===== config.mk =====
export PLATFORM = sky130hd
export DESIGN_NAME = nco_phase_accum_flat
export DESIGN_NICKNAME = d
export VERILOG_FILES = /design/src/rtl/nco_phase_accum_if.sv /design/src/rtl/nco_phase_accum.sv /design/src/flat_wrapper.sv
export SDC_FILE = /design/constraint.sdc
export NUM_CORES = 1
export LEC_CHECK = 0
export CORE_ASPECT_RATIO = 1.25
export CORE_MARGIN = 2
export CORE_UTILIZATION = 45
export DETAILED_ROUTE_END_ITERATION = 8
export MAX_ROUTING_LAYER = met4
export PLACE_DENSITY = 0.68
export SLEW_MARGIN = 20
export SYNTH_ARGS = -nofsm -noshare
export SYNTH_HDL_FRONTEND = slang
export SYNTH_SLANG_ARGS = --single-unit

===== constraint.sdc =====
create_clock -name clk -period 5.8 [get_ports clk]
set_clock_uncertainty 0.1 [all_clocks]
set_input_delay 1.16 -clock clk [delete_from_list [all_inputs] [get_ports clk]]
set_output_delay 1.16 -clock clk [all_outputs]
set_load 0.005 [all_outputs]

===== src/rtl/nco_phase_accum_if.sv =====
// Config and sample port bundle for nco_phase_accum.
//   cfg_valid/cfg_ready : config handshake (source -> accumulator)
//   cfg_ftw / cfg_poff  : tuning word and phase offset, ACC_W bits each
//   cfg_sync            : 1 = apply at next accumulator wrap, 0 = apply now
//   idx_out / idx_valid : table index and new-sample strobe
//   wrap                : the step that produced this sample overflowed
// master = config source / index sink, slave = the accumulator.
interface nco_phase_accum_if #(
   parameter int unsigned ACC_W = 32,
   parameter int unsigned IDX_W = 8
);
   logic             cfg_valid;
   logic             cfg_ready;
   logic [ACC_W-1:0] cfg_ftw;
   logic [ACC_W-1:0] cfg_poff;
   logic             cfg_sync;
   logic [IDX_W-1:0] idx_out;
   logic             idx_valid;
   logic             wrap;

   modport master (
      output cfg_valid, cfg_ftw, cfg_poff, cfg_sync,
      input  cfg_ready, idx_out, idx_valid, wrap
   );

   modport slave (
      input  cfg_valid, cfg_ftw, cfg_poff, cfg_sync,
      output cfg_ready, idx_out, idx_valid, wrap
   );
endinterface


===== src/rtl/nco_phase_accum.sv =====
// NCO phase accumulator: integrates a tuning word, adds phase offset and
// optional LFSR dither, and emits the top IDX_W phase bits as a table index.
// Ports:
//   clk       : rising-edge clock
//   rst       : synchronous active-low reset
//   en        : take one accumulator step this cycle
//   phase_clr : zero the accumulator (wins over en), applies a pending config
//   bus       : config handshake and index output (nco_phase_accum_if.slave)
module nco_phase_accum #(
   parameter int unsigned ACC_W  = 32,
   parameter int unsigned IDX_W  = 8,
   parameter int unsigned DITH_W = 0
) (
   input  logic clk,
   input  logic rst,
   input  logic en,
   input  logic phase_clr,
   nco_phase_accum_if.slave bus
);

   localparam logic [15:0] LFSR_SEED = 16'hACE1;
   // Selects the low DITH_W lfsr bits; all-zero when dither is disabled.
   localparam logic [15:0] DITH_MASK = 16'((17'd1 << DITH_W) - 17'd1);
   localparam bit          DITH_EN   = (DITH_W != 0);

   logic [ACC_W-1:0] acc_q,      acc_d;
   logic [ACC_W-1:0] ftw_q,      ftw_d;
   logic [ACC_W-1:0] poff_q,     poff_d;
   logic [ACC_W-1:0] sh_ftw_q,   sh_ftw_d;
   logic [ACC_W-1:0] sh_poff_q,  sh_poff_d;
   logic             pending_q,  pending_d;
   logic [15:0]      lfsr_q,     lfsr_d;
   logic [IDX_W-1:0] idx_q,      idx_d;
   logic             valid_q,    valid_d;
   logic             wrap_q,     wrap_d;
   logic             ready_q,    ready_d;

   logic [ACC_W:0]   sum;
   logic [ACC_W-1:0] phase;
   logic [ACC_W-1:0] dith;
   logic             lfsr_fb;
   logic             accept;
   logic             apply;

   // State registers
   always_ff @(posedge clk) begin
      if (!rst) begin
         acc_q     <= '0;
         ftw_q     <= '0;
         poff_q    <= '0;
         sh_ftw_q  <= '0;
         sh_poff_q <= '0;
         pending_q <= 1'b0;
         lfsr_q    <= LFSR_SEED;
         idx_q     <= '0;
         valid_q   <= 1'b0;
         wrap_q    <= 1'b0;
         ready_q   <= 1'b0;
      end else begin
         acc_q     <= acc_d;
         ftw_q     <= ftw_d;
         poff_q    <= poff_d;
         sh_ftw_q  <= sh_ftw_d;
         sh_poff_q <= sh_poff_d;
         pending_q <= pending_d;
         lfsr_q    <= lfsr_d;
         idx_q     <= idx_d;
         valid_q   <= valid_d;
         wrap_q    <= wrap_d;
         ready_q   <= ready_d;
      end
   end

   // Step, config accept and coherent apply
   always_comb begin
      acc_d     = acc_q;
      ftw_d     = ftw_q;
      poff_d    = poff_q;
      sh_ftw_d  = sh_ftw_q;
      sh_poff_d = sh_poff_q;
      pending_d = pending_q;
      lfsr_d    = lfsr_q;
      idx_d     = idx_q;
      valid_d   = 1'b0;
      wrap_d    = 1'b0;
      apply     = 1'b0;

      sum     = {1'b0, acc_q} + {1'b0, ftw_q};
      dith    = ACC_W'(lfsr_q & DITH_MASK);
      phase   = acc_q + poff_q + dith;
      lfsr_fb = lfsr_q[15] ^ lfsr_q[13] ^ lfsr_q[12] ^ lfsr_q[10];
      accept  = bus.cfg_valid & ready_q;

      if (phase_clr) begin
         acc_d = '0;
         apply = pending_q;
      end else if (en) begin
         acc_d   = sum[ACC_W-1:0];
         idx_d   = phase[ACC_W-1 -: IDX_W];
         valid_d = 1'b1;
         wrap_d  = sum[ACC_W];
         if (DITH_EN) begin
            lfsr_d = {lfsr_q[14:0], lfsr_fb};
         end
         apply = pending_q & sum[ACC_W];
      end

      // Apply and accept never coincide: ready is low while pending.
      if (apply) begin
         ftw_d     = sh_ftw_q;
         poff_d    = sh_poff_q;
         pending_d = 1'b0;
      end

      if (accept) begin
         if (bus.cfg_sync) begin
            sh_ftw_d  = bus.cfg_ftw;
            sh_poff_d = bus.cfg_poff;
            pending_d = 1'b1;
         end else begin
            ftw_d  = bus.cfg_ftw;
            poff_d = bus.cfg_poff;
         end
      end

      // Low from a sync accept until one edge after its apply.
      ready_d = ~(pending_q | pending_d);
   end

   assign bus.cfg_ready = ready_q;
   assign bus.idx_out   = idx_q;
   assign bus.idx_valid = valid_q;
   assign bus.wrap      = wrap_q;

endmodule


===== src/flat_wrapper.sv =====
// flat-port wrapper written by rule: the top's interface ports become plain ports
module nco_phase_accum_flat 
#(
   parameter int unsigned ACC_W  = 32,
   parameter int unsigned IDX_W  = 8,
   parameter int unsigned DITH_W = 0
)
  (clk, rst, en, phase_clr, bus_cfg_valid, bus_cfg_ftw, bus_cfg_poff, bus_cfg_sync, bus_cfg_ready, bus_idx_out, bus_idx_valid, bus_wrap);
  nco_phase_accum_if #(.ACC_W(ACC_W), .IDX_W(IDX_W)) bus_i ();
  input  logic clk;
  input  logic rst;
  input  logic en;
  input  logic phase_clr;
  input wire logic [$bits(bus_i.cfg_valid)-1:0] bus_cfg_valid;
  input wire logic [$bits(bus_i.cfg_ftw)-1:0] bus_cfg_ftw;
  input wire logic [$bits(bus_i.cfg_poff)-1:0] bus_cfg_poff;
  input wire logic [$bits(bus_i.cfg_sync)-1:0] bus_cfg_sync;
  output wire logic [$bits(bus_i.cfg_ready)-1:0] bus_cfg_ready;
  output wire logic [$bits(bus_i.idx_out)-1:0] bus_idx_out;
  output wire logic [$bits(bus_i.idx_valid)-1:0] bus_idx_valid;
  output wire logic [$bits(bus_i.wrap)-1:0] bus_wrap;
  assign bus_i.cfg_valid = bus_cfg_valid;
  assign bus_i.cfg_ftw = bus_cfg_ftw;
  assign bus_i.cfg_poff = bus_cfg_poff;
  assign bus_i.cfg_sync = bus_cfg_sync;
  assign bus_cfg_ready = bus_i.cfg_ready;
  assign bus_idx_out = bus_i.idx_out;
  assign bus_idx_valid = bus_i.idx_valid;
  assign bus_wrap = bus_i.wrap;
  nco_phase_accum #(.ACC_W(ACC_W), .IDX_W(IDX_W), .DITH_W(DITH_W)) u_core (.clk(clk), .rst(rst), .en(en), .phase_clr(phase_clr), .bus(bus_i));
endmodule

==> metrics.csv, run 1 <==
metric;value;unit
slew_headroom;39.8;%
synth_flop_cell;dfxtp_1;
grt_antenna_before_repair;0;
htreeDepth;4;
drtPass1Iterations;7;
slowest_delay;0.44;ns
hp-start;u_core.bus.idx_out[6]$_SDFFE_PN0P_;
grt_pass1_wl;34300;µm
ir_worst_vdd;228;µV
dp.cells;1322;
slew_viol_final;0;
crit_chain;ha_1, fa_1, a211oi_1, o211ai_2, a21oi_2, o31a_1, nor3_4, nor3b_2, o31ai_4, buf_4, mux2i_1, a21oi_1;
internal_power;2.06;mW
yosys_warnings;0;
power_switching;0.631;mW
finalHoldViolCount;0;
path_clk_slew;0.06;ns
totalWireLength;20500;µm
cts-resized-gates;0;
wl_per_cell;15.1;µm
hold_depth;2;
reg2reg_from;u_core.acc_q[0]$_SDFFE_PP0P_;
io_pins;81;
reg2reg_to;u_core.ftw_q[12]$_SDFF_PN0_;
seqPwrFrac;46.7;%
critPathMaxFanout;47;
avgSynthCellArea;8.64;µm²
critPathArrivalTime;3.87;ns
placed_area;0.00978;mm²
syn_to_final_growth;16.6;%
tightestPinTransition;0.900;ns
antenna_cells;0;
power_leakage;3.89;nW
cp-start-kind;register;
final_area;0.0104;mm²
cts_hold_buf;0;
p_comb_share;9.4;%
synth_top_cell_area_share;38.7;%
drc;0;
power;2.69;mW
grt_pass1_vias;6882;
rows;57;
grt_max_degree;102;
critPathRequiredTime;5.98;ns
cts_setup_buffers;0;
hold_class;reg2reg;
hold_path_end;u_core.bus.idx_out[6]$_SDFFE_PN0P_;
ant_nets;0;
ys_seq_elements;172;
worstSetupPathType;reg2reg;
async_reset_ff_share;0;%
die_w;130;µm
rsz0062_at_grt;false;
ff2ff_path_depth;12;
drv_cap;0;
nFillCells;1866;
max_freq;0.272;GHz
die_area;0.0209;mm²
min_period_over_period;63.5;%
start_util;45.9;%
syn_area;0.00890;mm²
postSynthCellCount;1031;
numCtsBuffers;17;
core-area;0.0194;mm²
pwr-share-clk;44.0;%
cp-end-kind;register;
drtIter0Drc;422;
clk_path_buf_depth;2;
die_h;161;µm
fin_tns_setup;0;ns
yosysSeqAreaShare;38.7;%
place_hpwl;14300;µm
slowest_stage;fa_1;
final_nets;1209;
setup_violations;0;
instances_no_fill;1353;
p_sw_share;23.4;%
cts_tree;yes;
synth_area_leaders;dfxtp_1 39%, mux2i_1 9.3%, ha_1 8.7%, nand2_1 7.2%, a21oi_1 6.3%;
io_buffers;80;
period_minus_slack;3.68;ns
synth_top_area_cell;dfxtp_1;
holdWs;0.364;ns
crit_family;compound AO/OA/AOI/OAI gates;
clk_latency;0.43;ns
synth_enable_flop_cells;0;
rrSetupSlack;2.12;ns
ys_types;55;
p_per_area;259;mW/mm²
crit_buf_inv;1;
grtUsageTotal;21.1;%
grt-ovfl-total;0;
routed_via_density;5.31;
dr_total_vias;7185;
final_layout_size_suffix_gt1_share;4.50;%
place_congestion;0.867;
syn-num-nets;1164;
status;completed;
ctsRootBufferMaster;clkbuf_16;
clock-sinks;172;
==> registers in the layout, summed over array words and instances (netlist names) <==
name and count:
u_core.acc_q 32, u_core.bus.cfg_ready 1, u_core.bus.idx_out 8, u_core.bus.idx_valid 1
u_core.bus.wrap 1, u_core.ftw_q 32, u_core.pending_q 1, u_core.poff_q 32
u_core.sh_ftw_q 32, u_core.sh_poff_q 32
==> stage by stage <==
step / worst slack [ns] / util [%]
final: 2.12 / 53.5
after global placement: 1.83 / 50.4
after detailed placement: 1.77 / 50.4
after global routing: 1.86 / 53.5
after floorplan: 2.84 / -
after CTS: 2.09 / 53.5
==> synth_stat cells (all sizes together) (3+ instances only) <==
cell	n
buf	11
nor3	8
a221oi	3
xnor2	22
nor2b	6
nor2	43
nand2	171
and2	6
and3	5
o21ai	91
ha	62
a21boi	65
o22ai	7
a21oi	113
xor2	10
a21o	9
dfxtp	172
a31oi	7
mux2i	83
nand4	8
o211ai	4
nand3	15
inv	13
nand2b	4
o21a	4
o31ai	4
o21bai	3
a211oi	7
clkbuf	52
nor3b	3
==> cells in the final DEF (no fill, tap or decap), types with 3 or more instances in the layout <==
cell type / instances
dfxtp_1: 172
nand2_1: 171
a21oi_1: 112
o21ai_0: 84
mux2i_1: 83
clkdlybuf4s50_1: 79
a21boi_0: 65
ha_1: 62
nor2_1: 43
xnor2_1: 22
clkbuf_16: 17
nand3_1: 14
inv_1: 13
xor2_1: 10
buf_4: 10
a21o_1: 9
nand4_1: 8
o22ai_1: 7
nor3_1: 7
a31oi_1: 7
a211oi_1: 6
o21ai_1: 6
nor2b_1: 6
and2_1: 6
nand2b_1: 4
and3_1: 4
o21a_1: 4
bufinv_16: 4
clkinv_2: 4
o211ai_1: 3
a221oi_1: 3
o31ai_1: 3
o21bai_1: 3
==> power by group through the flow <==
stage          Combinational (mW)  Sequential (mW)  Clock (mW)
4_1_cts                     0.255             1.26        1.20
3_3_place_gp                0.250             1.28           0
6_report                    0.253             1.26        1.18
2_1_floorplan               0.164             1.27           0
3_5_place_dp                0.254             1.28           0
5_1_grt                     0.284             1.26        1.26
==> worst register-to-register path: stages (launching register included) <==
cell and delay [ns]:
dfxtp_1 0.33, ha_1 0.24, fa_1 0.44, a211oi_1 0.35
o211ai_2 0.18, a21oi_2 0.28, o31a_1 0.32, nor3_4 0.06
nor3b_2 0.34, o31ai_4 0.12, buf_4 0.36, mux2i_1 0.33
a21oi_1 0.08
==> layout make-up <==
| cell class | count | area (µm²) | area share (%) |
|---|---|---|---|
| clock buffer | 19 | 433 | 4.17 |
| clock inverter | 12 | 173 | 1.66 |
| inverter | 14 | 52.6 | 0.506 |
| multi-input combinational | 782 | 5080 | 49.0 |
| sequential | 172 | 3440 | 33.2 |
| tap | 265 | 332 | 3.19 |
| timing repair buffer | 89 | 866 | 8.34 |
==> logic make-up after synthesis <==
| group | Yosys count | synth area share (%) |
|---|---|---|
| AOI/OAI and AO/OA | 328 | 22.2 |
| and+or+nand+nor | 276 | 13.3 |
| DFF | 172 | 38.7 |
| muxes | 83 | 9.33 |
| buffers and inverters | 77 | 4.43 |
| adders and majority gates | 63 | 8.94 |
| xor gates and xnor gates | 32 | 3.15 |
==> metal layers <==
layer | vias up | share of wire (%) | track usage, % | wire length, µm
li1 | 3748 | - | - | -
met1 | 3320 | 46 | 25.6 | 9390
met5 | - | 0 | - | 0
met2 | 99 | 49 | 35.6 | 10100
met4 | 0 | 1.7 | 6.89 | 350
met3 | 18 | 2.9 | 3.35 | 596
==> worst max path at each step <==
stage                                         endpoint  depth (start not counted)                    startpoint
after floorplan           u_core.poff_q[11]$_SDFF_PN0_                         13    u_core.ftw_q[0]$_SDFF_PN0_
final                      u_core.ftw_q[12]$_SDFF_PN0_                         12  u_core.acc_q[0]$_SDFFE_PP0P_
after detailed placement  u_core.poff_q[19]$_SDFF_PN0_                          6                            en
after global placement    u_core.poff_q[17]$_SDFF_PN0_                          6                            en
after global routing      u_core.poff_q[31]$_SDFF_PN0_                         12  u_core.acc_q[0]$_SDFFE_PP0P_
after CTS                 u_core.poff_q[31]$_SDFF_PN0_                         12  u_core.acc_q[0]$_SDFFE_PP0P_
Note: power is estimated with default switching activity, not from simulation.
==> run 2: changes to the inputs <==
==> constraint.sdc (replaced) <==
create_clock -name clk -period 3.61 [get_ports clk]
set_clock_uncertainty 0.1 [all_clocks]
set_input_delay 0.722 -clock clk [delete_from_list [all_inputs] [get_ports clk]]
set_output_delay 0.722 -clock clk [all_outputs]
set_load 0.005 [all_outputs]
==> metrics.csv, run 2 (same netlist as run 1, synthesis figures left out) <==
metric;value;unit;change
fin_tns_setup;0;ns;unchanged
cts_hold_buf;0;;unchanged
min_period_over_period;89.2;%;+26 points
holdWs;0.361;ns;-0.00294 ns
hold_class;reg2reg;;
cts_setup_buffers;0;;unchanged
die_area;0.0209;mm²;unchanged
critPathArrivalTime;3.41;ns;-0.46 ns
dr_total_vias;7324;;+1.9%
io_buffers;80;;unchanged
slew_headroom;49.8;%;+10 points
finalHoldViolCount;0;;unchanged
syn_to_final_growth;17.2;%;
ir_worst_vdd;324;µV;+42%
numCtsBuffers;17;;unchanged
cts-resized-gates;0;;unchanged
max_freq;0.310;GHz;+14%
grt_pass1_wl;34900;µm;+1.7%
slew_viol_final;0;;unchanged
grt_max_degree;140;;+37%
critPathMaxFanout;22;;-53%
final_cell_mix;172 x dfxtp_1, 171 x nand2_1, 112 x a21oi_1;;
final_layout_size_suffix_gt1_share;4.67;%;+0.17 points
critPathRequiredTime;3.80;ns;-2.18 ns
postLayoutCoreUtil;53.8;%;+0.28 points
nFillCells;1826;;-2.1%
io_pins;81;;unchanged
start_util;45.9;%;unchanged
htreeDepth;4;;unchanged
multi_input_area;0.00508;mm²;unchanged
placed_area;0.00984;mm²;+0.67%
p_per_area;412;mW/mm²;+59%
worstSetupPathType;reg2reg;;
clock-sinks;172;;unchanged
final_area;0.0104;mm²;+0.52%
die_h;161;µm;unchanged
final_nets;1211;;+0.17%
drtIter0Drc;334;;-21%
cp-start-kind;register;;
power_leakage;3.91;nW;+0.62%
place_hpwl;14300;µm;+0.25%
grtUsageTotal;21.4;%;+0.28 points
core-area;0.0194;mm²;unchanged
grt_pass1_vias;7037;;+2.3%
routed_via_density;5.40;;+1.7%
clk_latency;0.43;ns;about the same
drc;0;;unchanged
cts_tree;yes;;
pre_cts_ws;0.384;ns;-1.38 ns
setup_violations;0;;unchanged
grt-ovfl-total;0;;unchanged
rsz0062_at_grt;false;;
ant_nets;0;;unchanged
ctsRootBufferMaster;clkbuf_16;;
tightestPinTransition;0.753;ns;-0.147 ns
status;completed;;
period_minus_slack;3.22;ns;-0.462 ns
path_clk_slew;0.06;ns;about the same
regArea;0.00344;mm²;unchanged
totalWireLength;20900;µm;+2.1%
rows;57;;unchanged
grt_antenna_before_repair;0;;unchanged
setup_ws;0.389;ns;-1.73 ns
die_w;130;µm;unchanged
antenna_cells;0;;unchanged
slowest_stage;fa_1;;
layout_commonest_cell;dfxtp_1;;
drtPass1Iterations;5;;-2
place_congestion;0.835;;-3.7%
crit_chain;ha_1, fa_1, a211oi_1, o211ai_2, a21oi_2, o31a_1, nor3_4, nor3b_2, o31ai_4, buf_4, mux2i_1, a21oi_1;;
cp-end-kind;register;;
wl_per_cell;15.4;µm;+1.9%
slowest_delay;0.43;ns;about the same
clk_path_buf_depth;2;;unchanged
drv_cap;0;;unchanged
[run 2: cell count changes in the layout (fill, tap and decap cells not counted)]
cell and delta:
clkbuf_8 +1, buf_12 +4, buf_4 -2, clkbuf_1 +1
clkinvlp_4 -1, bufinv_16 -1, clkinv_4 +1
[run 2: critical path: cells and delay by family, from the launching register on]
| family | cells | cell delay [ns] |
|---|---|---|
| fa+ha+maj | 2 | 0.66 |
| compound gates | 6 | 1.13 |
| buf+inv | 1 | 0.27 |
| flops | 1 | 0.33 |
| simple gates | 2 | 0.38 |
| mux | 1 | 0.19 |
[run 2: worst paths after layout]
path | depth (start not counted) | to | slack (ns) | start
max | 12 | u_core.ftw_q[15]$_SDFF_PN0_ | 0.39 | u_core.acc_q[0]$_SDFFE_PP0P_
min | 2 | u_core.sh_poff_q[1]$_SDFFE_PN0P_ | 0.36 | u_core.sh_poff_q[1]$_SDFFE_PN0P_
min reg2reg | 2 | u_core.sh_poff_q[1]$_SDFFE_PN0P_ | 0.36 | u_core.sh_poff_q[1]$_SDFFE_PN0P_
max reg2reg | 12 | u_core.ftw_q[15]$_SDFF_PN0_ | 0.39 | u_core.acc_q[0]$_SDFFE_PP0P_
[run 2: through the flow]
step | total power [mW] | instances
2_1_floorplan | 2.30 | 1031
3_3_place_gp | 2.47 | 1324
3_5_place_dp | 2.48 | 1324
4_1_cts | 4.33 | 1356
5_1_grt | 4.46 | 1356
6_report | 4.30 | 1356
[run 2: cell type report]
cell class / count / share of cell area [%]
timing repair buffer: 91 / 8.92
multi-input combinational: 782 / 48.7
sequential: 172 / 33.0
tap: 265 / 3.18
clock inverter: 11 / 1.38
inverter: 14 / 0.504
clock buffer: 21 / 4.32
[run 2: per-layer routing]
layer	track usage (%)	share of wire, %	vias up
met5	-	0	-
met4	7.18	2.3	0
met3	3.51	2.6	32
met2	36.0	49	104
met1	25.9	46	3445
li1	-	-	3743
[run 2: where the power goes]
part	switching (mW)	internal [mW]	leakage [nW]
combinational	0.217	0.199	2.22
clock	0.761	1.10	0.291
sequential	0.0496	1.97	1.40
total	1.03	3.27	3.91
==> run 3: changes to the inputs <==
--- a/config.mk
+++ b/config.mk
@@ -7,10 +7,10 @@
 export LEC_CHECK = 0
 export CORE_ASPECT_RATIO = 1.25
 export CORE_MARGIN = 2
-export CORE_UTILIZATION = 45
+export CORE_UTILIZATION = 58
 export DETAILED_ROUTE_END_ITERATION = 8
 export MAX_ROUTING_LAYER = met4
-export PLACE_DENSITY = 0.68
+export PLACE_DENSITY = 0.83
 export SLEW_MARGIN = 20
 export SYNTH_ARGS = -nofsm -noshare
 export SYNTH_HDL_FRONTEND = slang
==> metrics.csv, run 3 (same netlist as run 1, synthesis figures left out) <==
metric;value;unit;change
status;completed;;
tightestPinTransition;0.718;ns;-0.0353 ns
power_leakage;3.93;nW;+0.60%
ir_worst_vdd;315;µV;-2.7%
ant_nets;0;;unchanged
max_freq;0.299;GHz;-3.6%
grt-ovfl-total;0;;unchanged
reg2reg_to;u_core.ftw_q[13]$_SDFF_PN0_;;
cp-start-kind;register;;
reg2reg_from;u_core.ftw_q[0]$_SDFF_PN0_;;
antenna_cells;0;;unchanged
hold_class;reg2reg;;
critPathArrivalTime;3.53;ns;+0.12 ns
critPathMaxFanout;24;;+9.1%
min_period_over_period;92.6;%;+3.3 points
place_congestion;0.915;;+9.5%
p_per_area;430;mW/mm²;+4.4%
die_area;0.0164;mm²;-22%
slowest_stage;fa_1;;
cts-resized-gates;0;;unchanged
syn_to_final_growth;16.6;%;
final_layout_size_suffix_gt1_share;4.77;%;+0.096 points
setup_violations;0;;unchanged
nFillCells;1167;;-36%
grt_antenna_before_repair;0;;unchanged
path_depth;12;;unchanged
crit_chain;ha_1, fa_1, a211oi_1, o211ai_2, a21oi_2, o31a_1, nor3_4, nor3b_2, o31ai_4, buf_4, mux2i_1, a21oi_1;;
slowest_delay;0.43;ns;about the same
die_w;115;µm;-12%
power;4.46;mW;+3.8%
io_pins;81;;unchanged
die_h;143;µm;-12%
numCtsBuffers;17;;unchanged
dr_total_vias;7481;;+2.1%
ff2ff_path_depth;12;;unchanged
start_util;59.3;%;+13 points
rows;50;;-12%
critPathRequiredTime;3.80;ns;about the same
grt_pass1_wl;33900;µm;-2.9%
routed_via_density;5.88;;+8.9%
wl_per_cell;16.3;µm;+5.6%
clk_path_buf_depth;2;;unchanged
totalWireLength;20700;µm;-0.95%
drtIter0Drc;461;;+38%
cts_hold_buf;0;;unchanged
final_cell_mix;172 x dfxtp_1, 171 x nand2_1, 112 x a21oi_1;;
crit_family;compound AO/OA/AOI/OAI gates;;
slew_viol_final;0;;unchanged
worstSetupPathType;reg2reg;;
rsz0062_at_grt;false;;
cts_setup_buffers;0;;unchanged
path_clk_slew;0.06;ns;about the same
rrSetupSlack;0.27;ns;-0.12 ns
io_buffers;80;;unchanged
clk_latency;0.43;ns;about the same
grtUsageTotal;26.6;%;+5.3 points
final_nets;1211;;unchanged
layout_commonest_cell;dfxtp_1;;
place_hpwl;14000;µm;-2.0%
finalHoldViolCount;0;;unchanged
clock-sinks;172;;unchanged
postLayoutCoreUtil;69.1;%;+15 points
core-area;0.0150;mm²;-23%
cts_tree;yes;;
ctsRootBufferMaster;clkbuf_16;;
fin_tns_setup;0;ns;unchanged
drc;0;;unchanged
cp-end-kind;register;;
crit_buf_inv;1;;unchanged
htreeDepth;4;;unchanged
period_minus_slack;3.34;ns;+0.120 ns
drv_cap;0;;unchanged
grt_pass1_vias;7175;;+2.0%
crit_start;u_core.ftw_q[0]$_SDFF_PN0_;;
cp-endpoint;u_core.ftw_q[13]$_SDFF_PN0_;;
grt_max_degree;129;;-7.9%
slew_headroom;51.5;%;+1.7 points
drtPass1Iterations;5;;unchanged
==> run 3: tightest hold or removal path, cell delays in order (launching register included) <==
cell      delay (ns)
dfxtp_1         0.31
nand2_1         0.05
a21boi_0        0.06
==> run 3: power breakdown <==
group          internal [mW]  switching [mW]
Combinational          0.198           0.218
Sequential              1.97          0.0497
Clock                   1.28           0.749
Total                   3.45            1.02
==> run 3: cell type report <==
type                       instances  area [µm²]  share of cell area [%]
clock buffer                      21         470                    4.53
multi-input combinational        782        5080                    49.0
sequential                       172        3440                    33.2
tap                              182         228                    2.19
inverter                          14        52.6                   0.506
clock inverter                    10         185                    1.78
timing repair buffer              91         918                    8.85
==> run 3: layer usage <==
metal	GRT usage, %	part of all wire (%)	wire (µm)
met1	30.7	43	8980
met2	45.9	50	10400
met3	4.47	3.5	724
met4	10.8	2.9	608
met5	-	0	0
==> run 3: how the worst min path moves through the flow <==
stage / startpoint / end / slack [ns] / depth (start not counted)
global route: u_core.sh_ftw_q[16]$_SDFFE_PN0P_ / u_core.sh_ftw_q[16]$_SDFFE_PN0P_ / 0.39 / 2
global placement: u_core.sh_ftw_q[12]$_SDFFE_PN0P_ / u_core.sh_ftw_q[12]$_SDFFE_PN0P_ / 0.35 / 2
finish: u_core.sh_poff_q[28]$_SDFFE_PN0P_ / u_core.sh_poff_q[28]$_SDFFE_PN0P_ / 0.37 / 2
floorplan: u_core.sh_ftw_q[0]$_SDFFE_PN0P_ / u_core.sh_ftw_q[0]$_SDFFE_PN0P_ / 0.34 / 2
CTS: u_core.sh_ftw_q[12]$_SDFFE_PN0P_ / u_core.sh_ftw_q[12]$_SDFFE_PN0P_ / 0.37 / 2
detailed placement: u_core.sh_ftw_q[12]$_SDFFE_PN0P_ / u_core.sh_ftw_q[12]$_SDFFE_PN0P_ / 0.36 / 2
==> run 3: through the flow <==
step	hold WS, ns	instances	area, µm²	setup slack, ns
2_1_floorplan	0.343	1031	8900	0.646
3_3_place_gp	0.352	1241	9720	0.475
3_5_place_dp	0.359	1241	9720	0.359
4_1_cts	0.367	1272	10400	0.278
5_1_grt	0.386	1272	10400	0.0462
6_report	0.365	1272	10400	0.269
